$ cat src/rtl/sram_port_arbiter.sv
// Two-requester arbiter and 3-stage sequencer for a 256x8 single-port synchronous SRAM.
// Define SRAM_ARB_RR_EN for round-robin arbitration; otherwise requester 0 has fixed priority.
module sram_port_arbiter #(
  parameter int unsigned ADDR_W = 8,
  parameter int unsigned DATA_W = 8
) (
  input  logic              clk,
  input  logic              rst_n,
  input  logic              req0_valid,
  output logic              req0_ready,
  input  logic              req0_we,
  input  logic [ADDR_W-1:0] req0_addr,
  input  logic [DATA_W-1:0] req0_wdata,
  input  logic              req1_valid,
  output logic              req1_ready,
  input  logic              req1_we,
  input  logic [ADDR_W-1:0] req1_addr,
  input  logic [DATA_W-1:0] req1_wdata,
  output logic              rsp0_valid,
  output logic [DATA_W-1:0] rsp0_rdata,
  output logic              rsp1_valid,
  output logic [DATA_W-1:0] rsp1_rdata,
  output logic              mem_enable,
  output logic              mem_we,
  output logic [ADDR_W-1:0] mem_addr,
  output logic [DATA_W-1:0] mem_wdata,
  input  logic [DATA_W-1:0] mem_rdata,
  output logic              busy
);

  logic gnt0, gnt1, accept;

`ifdef SRAM_ARB_RR_EN
  // last = requester that won most recently; the other one wins a tie.
  logic last;

  always_comb begin
    gnt0 = req0_valid & (~req1_valid | last);
    gnt1 = req1_valid & (~req0_valid | ~last);
  end

  always_ff @(posedge clk or negedge rst_n) begin
    if (!rst_n) begin
      last <= 1'b1;
    end else if (gnt0) begin
      last <= 1'b0;
    end else if (gnt1) begin
      last <= 1'b1;
    end
  end
`else
  always_comb begin
    gnt0 = req0_valid;
    gnt1 = req1_valid & ~req0_valid;
  end
`endif

  assign req0_ready = gnt0;
  assign req1_ready = gnt1;
  assign accept     = gnt0 | gnt1;

  // Stage C: command register driving the SRAM port
  logic              cmd_v;
  logic              cmd_we;
  logic [ADDR_W-1:0] cmd_addr;
  logic [DATA_W-1:0] cmd_wdata;
  logic              cmd_id;

  always_ff @(posedge clk or negedge rst_n) begin
    if (!rst_n) begin
      cmd_v     <= 1'b0;
      cmd_we    <= 1'b0;
      cmd_addr  <= '0;
      cmd_wdata <= '0;
      cmd_id    <= 1'b0;
    end else begin
      cmd_v  <= accept;
      cmd_we <= accept & (gnt1 ? req1_we : req0_we);
      if (accept) begin
        cmd_addr  <= gnt1 ? req1_addr : req0_addr;
        cmd_wdata <= gnt1 ? req1_wdata : req0_wdata;
        cmd_id    <= gnt1;
      end
    end
  end

  assign mem_enable = cmd_v;
  assign mem_we     = cmd_v & cmd_we;
  assign mem_addr   = cmd_addr;
  assign mem_wdata  = cmd_wdata;

  // Stage R: aligns the read tag with the SRAM's registered read data
  logic rd_v;
  logic rd_id;

  always_ff @(posedge clk or negedge rst_n) begin
    if (!rst_n) begin
      rd_v  <= 1'b0;
      rd_id <= 1'b0;
    end else begin
      rd_v  <= cmd_v & ~cmd_we;
      rd_id <= cmd_id;
    end
  end

  // Stage O: response registers; rdata holds until the next response to that requester
  always_ff @(posedge clk or negedge rst_n) begin
    if (!rst_n) begin
      rsp0_valid <= 1'b0;
      rsp1_valid <= 1'b0;
      rsp0_rdata <= '0;
      rsp1_rdata <= '0;
    end else begin
      rsp0_valid <= rd_v & ~rd_id;
      rsp1_valid <= rd_v & rd_id;
      if (rd_v & ~rd_id) begin
        rsp0_rdata <= mem_rdata;
      end
      if (rd_v & rd_id) begin
        rsp1_rdata <= mem_rdata;
      end
    end
  end

  assign busy = cmd_v | rd_v | rsp0_valid | rsp1_valid;

endmodule
$ cat config.mk
export PLATFORM = sky130hd
export DESIGN_NAME = sram_port_arbiter
export DESIGN_NICKNAME = d
export VERILOG_FILES = /design/src/rtl/sram_port_arbiter.sv
export SDC_FILE = /design/constraint.sdc
export NUM_CORES = 1
export LEC_CHECK = 0
export ABC_AREA = 1
export CAP_MARGIN = 20
export CELL_PAD_IN_SITES_DETAIL_PLACEMENT = 1
export CELL_PAD_IN_SITES_GLOBAL_PLACEMENT = 1
export CORE_ASPECT_RATIO = 1.1
export CORE_MARGIN = 2
export CORE_UTILIZATION = 29
export CTS_BUF_LIST = sky130_fd_sc_hd__clkbuf_8
export DETAILED_ROUTE_END_ITERATION = 8
export GPL_ROUTABILITY_DRIVEN = 0
export MAX_ROUTING_LAYER = met4
export PLACE_DENSITY_LB_ADDON = 0.3
export SETUP_SLACK_MARGIN = 0.15
export SYNTH_ARGS = -nofsm -noshare
export SYNTH_HDL_FRONTEND = slang
export SYNTH_SLANG_ARGS = --single-unit
$ cat constraint.sdc
create_clock -name clk -period 1 [get_ports clk]
set_clock_uncertainty 0.1 [all_clocks]
set_input_delay 0.2 -clock clk [delete_from_list [all_inputs] [get_ports clk]]
set_output_delay 0.2 -clock clk [all_outputs]
set_load 0.01 [all_outputs]
==> impl_metrics.csv <==
group,metric,value,unit
status,outcome,"finished with violations",
status,violations,"setup timing",
route,via_per_inst,4.35,
cells_and_area,layout.nets,370,
cells_and_area,diodes,0,
timing,slew_viol_final,0,
worst_setup_path,cp.buffers_inverters,1,
placed_design,numPortBuffers,84,
route,drc,0,
route,drtAntennaViolNets,0,
clock_network,clkLatencyLatePin,270,ps
yosys,seq_area_frac_synth,58.0,%
yosys,syn_nets,226,
clock_network,root_buffer,"clkbuf_8",
global_routing,grt_pass1_vias,1815,
timing,fin_ws,-285,ps
power,switchingPower,1410,uW
worst_setup_path,path_cells,"nor2_2 -> nand3_2 -> buf_6",
yosys,ys_top_cells_by_area,"dfrtp_1, nand2_1, nand3_1",
clock_network,numCtsBuffers,5,
clock_network,tritoncts,"done",
yosys,synth_seq_cells,39,
clock_network,clk_path_buf_depth,2,
route,drtIter0Drc,33,
yosys,syn_area,1680,um^2
route,wl_per_cell,13.5,um
timing,min_period_over_period,128,%
worst_setup_path,critical_path_required,700,ps
global_routing,grt_pass1_wl,8670,um
timing,relSlewSlack,85.3,%
timing,setup_violations,55,
yosys,postSynthAreaPerCell,9.35,um^2
route,routed-via-count,1747,
placed_design,post_dp_cell_area,2800,um^2
power,p_per_area,1410,nW/um^2
worst_setup_path,cp-end-kind,"primary output",
floorplan,coreArea,5700,um^2
placed_design,placedCellCount,361,
clock_network,cts_sinks,39,
floorplan,start_util,29.5,%
placed_design,dpl.hpwl,3480,um
floorplan,rows,29,
power,p_seq_share,41.6,%
min_path,min_path_type,"in -> reg",
yosys,synth_common_cells,"nand2_1, dfrtp_1, nand3_1",
yosys,synthDistinctLibCells,16,
global_routing,grt_start_max_net_pins,40,
min_path,hold_start,"req0_valid",
worst_setup_path,path_delay_family,"flip-flops",
job,drv_cap,0,
global_routing,grt_antenna_before_repair,0,
clock_network,cts_max_level,2,
worst_setup_path,start_kind,"flip-flop",
cells_and_area,fin_util,57.9,%
yosys,dominantRegCellSynth,"dfrtp_1",
worst_setup_path,cp_max_fo,2,
cells_and_area,finalNonFillerCells,402,
yosys,synth_cells,180,
cells_and_area,syn_to_final_growth,95.9,%
yosys,yosysTopAreaCell,"dfrtp_1",
power,p_int,3230,uW
global_routing,grt_usage,17.4,%
floorplan,die_area,6430,um^2
route,wl,5410,um
yosys,synthMostInstantiatedCell,"nand2_1",
worst_setup_path,slowest_delay,400,ps
power,sw_frac_of_total,30.4,%
power,p_leak,0.00171,uW
cells_and_area,layout-drive-gt1-share,52.9,%
timing,hold_violations,0,
route,drt-pass1-iter-count,4,
global_routing,grt_overflow,0,
yosys,ys_warn_count,0,
yosys,synth_edf_count,0,
timing,tightest_slew,220,ps
floorplan,die_h,83.9,um
timing,layout_min_cycle_time,1280,ps
worst_setup_path,crit_type,"reg -> out",
clock_network,clkTransAtPathRegs,80,ps
timing,fmax,778,MHz
worst_setup_path,critPathLaunch,"rsp0_valid$_DFF_PN0_",
power,peakVddDrop,0.000598,V
cells_and_area,final_area,3300,um^2
power,pwr-share-clk,22.3,%
floorplan,ioPinCount,85,
yosys,synth_top_area_share,58.0,%
floorplan,fp.dieW,76.6,um
timing,rsz0062_at_grt,"yes",
worst_setup_path,r2r-start,"rd_v$_DFF_PN0_",
worst_setup_path,slowest_stage,"dfrtp_1",
worst_setup_path,crit_arrival,980,ps
power,pwr-share-comb,36.2,%
yosys,synth_async_sr_flop_share,100,%
cells_and_area,fillCellCount,652,
==> worst reg2reg max path: stages, from the launching register on <==
cell and delay [ps]:
dfrtp_1 400, buf_6 120, buf_8 120, nand2_8 120, clkinv_8 80, nand2_2 70, nand2_1 60
==> kinds of logic (layout without fill, tap and decap cells) <==
group	after synthesis	after routing	share of synthesized area [%]
AND/OR/NAND/NOR	124	125	35.4
buffers and inverters	16	160	6.32
AO/OA/AOI/OAI	1	1	0.297
flip-flops	39	39	58.0
==> path summary, 6_finish.rpt <==
| check | slack, ps | to | depth (start not counted) |
|---|---|---|---|
| min in group asynchronous | 330 | rsp0_rdata[2]$_DFFE_PN0P_ | 3 |
| worst min register to register | 280 | rd_id$_DFF_PN0_ | 0 |
| worst min-delay path | 170 | cmd_id$_DFFE_PN0P_ | 5 |
| worst max-delay path | -280 | busy | 3 |
| max in group asynchronous | 270 | rd_id$_DFF_PN0_ | 3 |
| worst max register to register | -190 | rsp1_rdata[2]$_DFFE_PN0P_ | 6 |
==> routing by layer <==
| layer | wire, um | up-vias | share of wire [%] | global-route usage, % |
|---|---|---|---|---|
| met5 | 0 | - | 0 | - |
| met4 | 76 | 0 | 1.4 | 4.79 |
| met3 | 299 | 6 | 5.5 | 4.87 |
| met2 | 2910 | 65 | 54 | 29.4 |
| met1 | 2130 | 822 | 39 | 20.3 |
| li1 | - | 854 | - | - |
==> registers in the layout, indices dropped and copies added, names as in the netlist <==
name        cells
rd_id           1
cmd_id          1
rsp0_valid      1
rd_v            1
mem_enable      1
cmd_we          1
mem_addr        8
mem_wdata       8
rsp1_rdata      8
rsp1_valid      1
rsp0_rdata      8
==> what timing repair did <==
item,CTS,global route
hold buffers,1,0
pin swaps,11,22
endpoints found under the hold margin,39,0
setup buffers,15,15
endpoints found under the setup margin,76,66
resized for setup,203,55
cloned,1,1
==> power groups by stage <==
| stage | Clock [uW] | Sequential (uW) | Combinational, uW |
|---|---|---|---|
| CTS | 1070 | 1920 | 1350 |
| global placement | 0 | 1940 | 1270 |
| floorplan | 0 | 2050 | 337 |
| global route | 1130 | 1960 | 1820 |
| detailed placement | 0 | 1950 | 1300 |
| finish | 1030 | 1930 | 1680 |
==> per-stage QoR <==
| step | hold slack, ps | TNS, ps | worst slack [ps] | total power, uW |
|---|---|---|---|---|
| 2_1_floorplan | -196 | 0 | 88.6 | 2380 |
| 5_1_grt | 169 | -9010 | -335 | 4920 |
| 4_1_cts | 87.5 | -5820 | -312 | 4330 |
| 3_3_place_gp | 88.4 | -18340 | -681 | 3220 |
| 6_report | 171 | -6800 | -285 | 4640 |
| 3_5_place_dp | 92.0 | -19750 | -724 | 3250 |
==> cells in the final DEF (no fill, tap or decap), types with 2 or more instances in the layout <==
| cell type | count |
|---|---|
| nand2_1 | 47 |
| clkdlybuf4s50_1 | 42 |
| dfrtp_1 | 38 |
| buf_6 | 33 |
| buf_4 | 32 |
| buf_2 | 28 |
| nand2_2 | 27 |
| nand3_1 | 21 |
| nand3_2 | 12 |
| nand2_4 | 11 |
| inv_2 | 5 |
| clkbuf_8 | 5 |
| clkinv_2 | 3 |
| buf_8 | 3 |
| buf_12 | 3 |
| inv_1 | 2 |
| nor2_4 | 2 |
| nand2_8 | 2 |
==> final cells by class <==
| cell class | count | area, um^2 | share of cell area [%] |
|---|---|---|---|
| clock buffer | 5 | 68.8 | 2.09 |
| clock inverter | 3 | 15.0 | 0.455 |
| inverter | 9 | 48.8 | 1.48 |
| multi-input combinational | 126 | 792 | 24.0 |
| sequential | 39 | 977 | 29.6 |
| tap | 77 | 96.3 | 2.92 |
| timing repair buffer | 142 | 1290 | 39.1 |
| timing repair inverter | 1 | 11.3 | 0.342 |
Note: power is estimated with default switching activity, not from simulation.
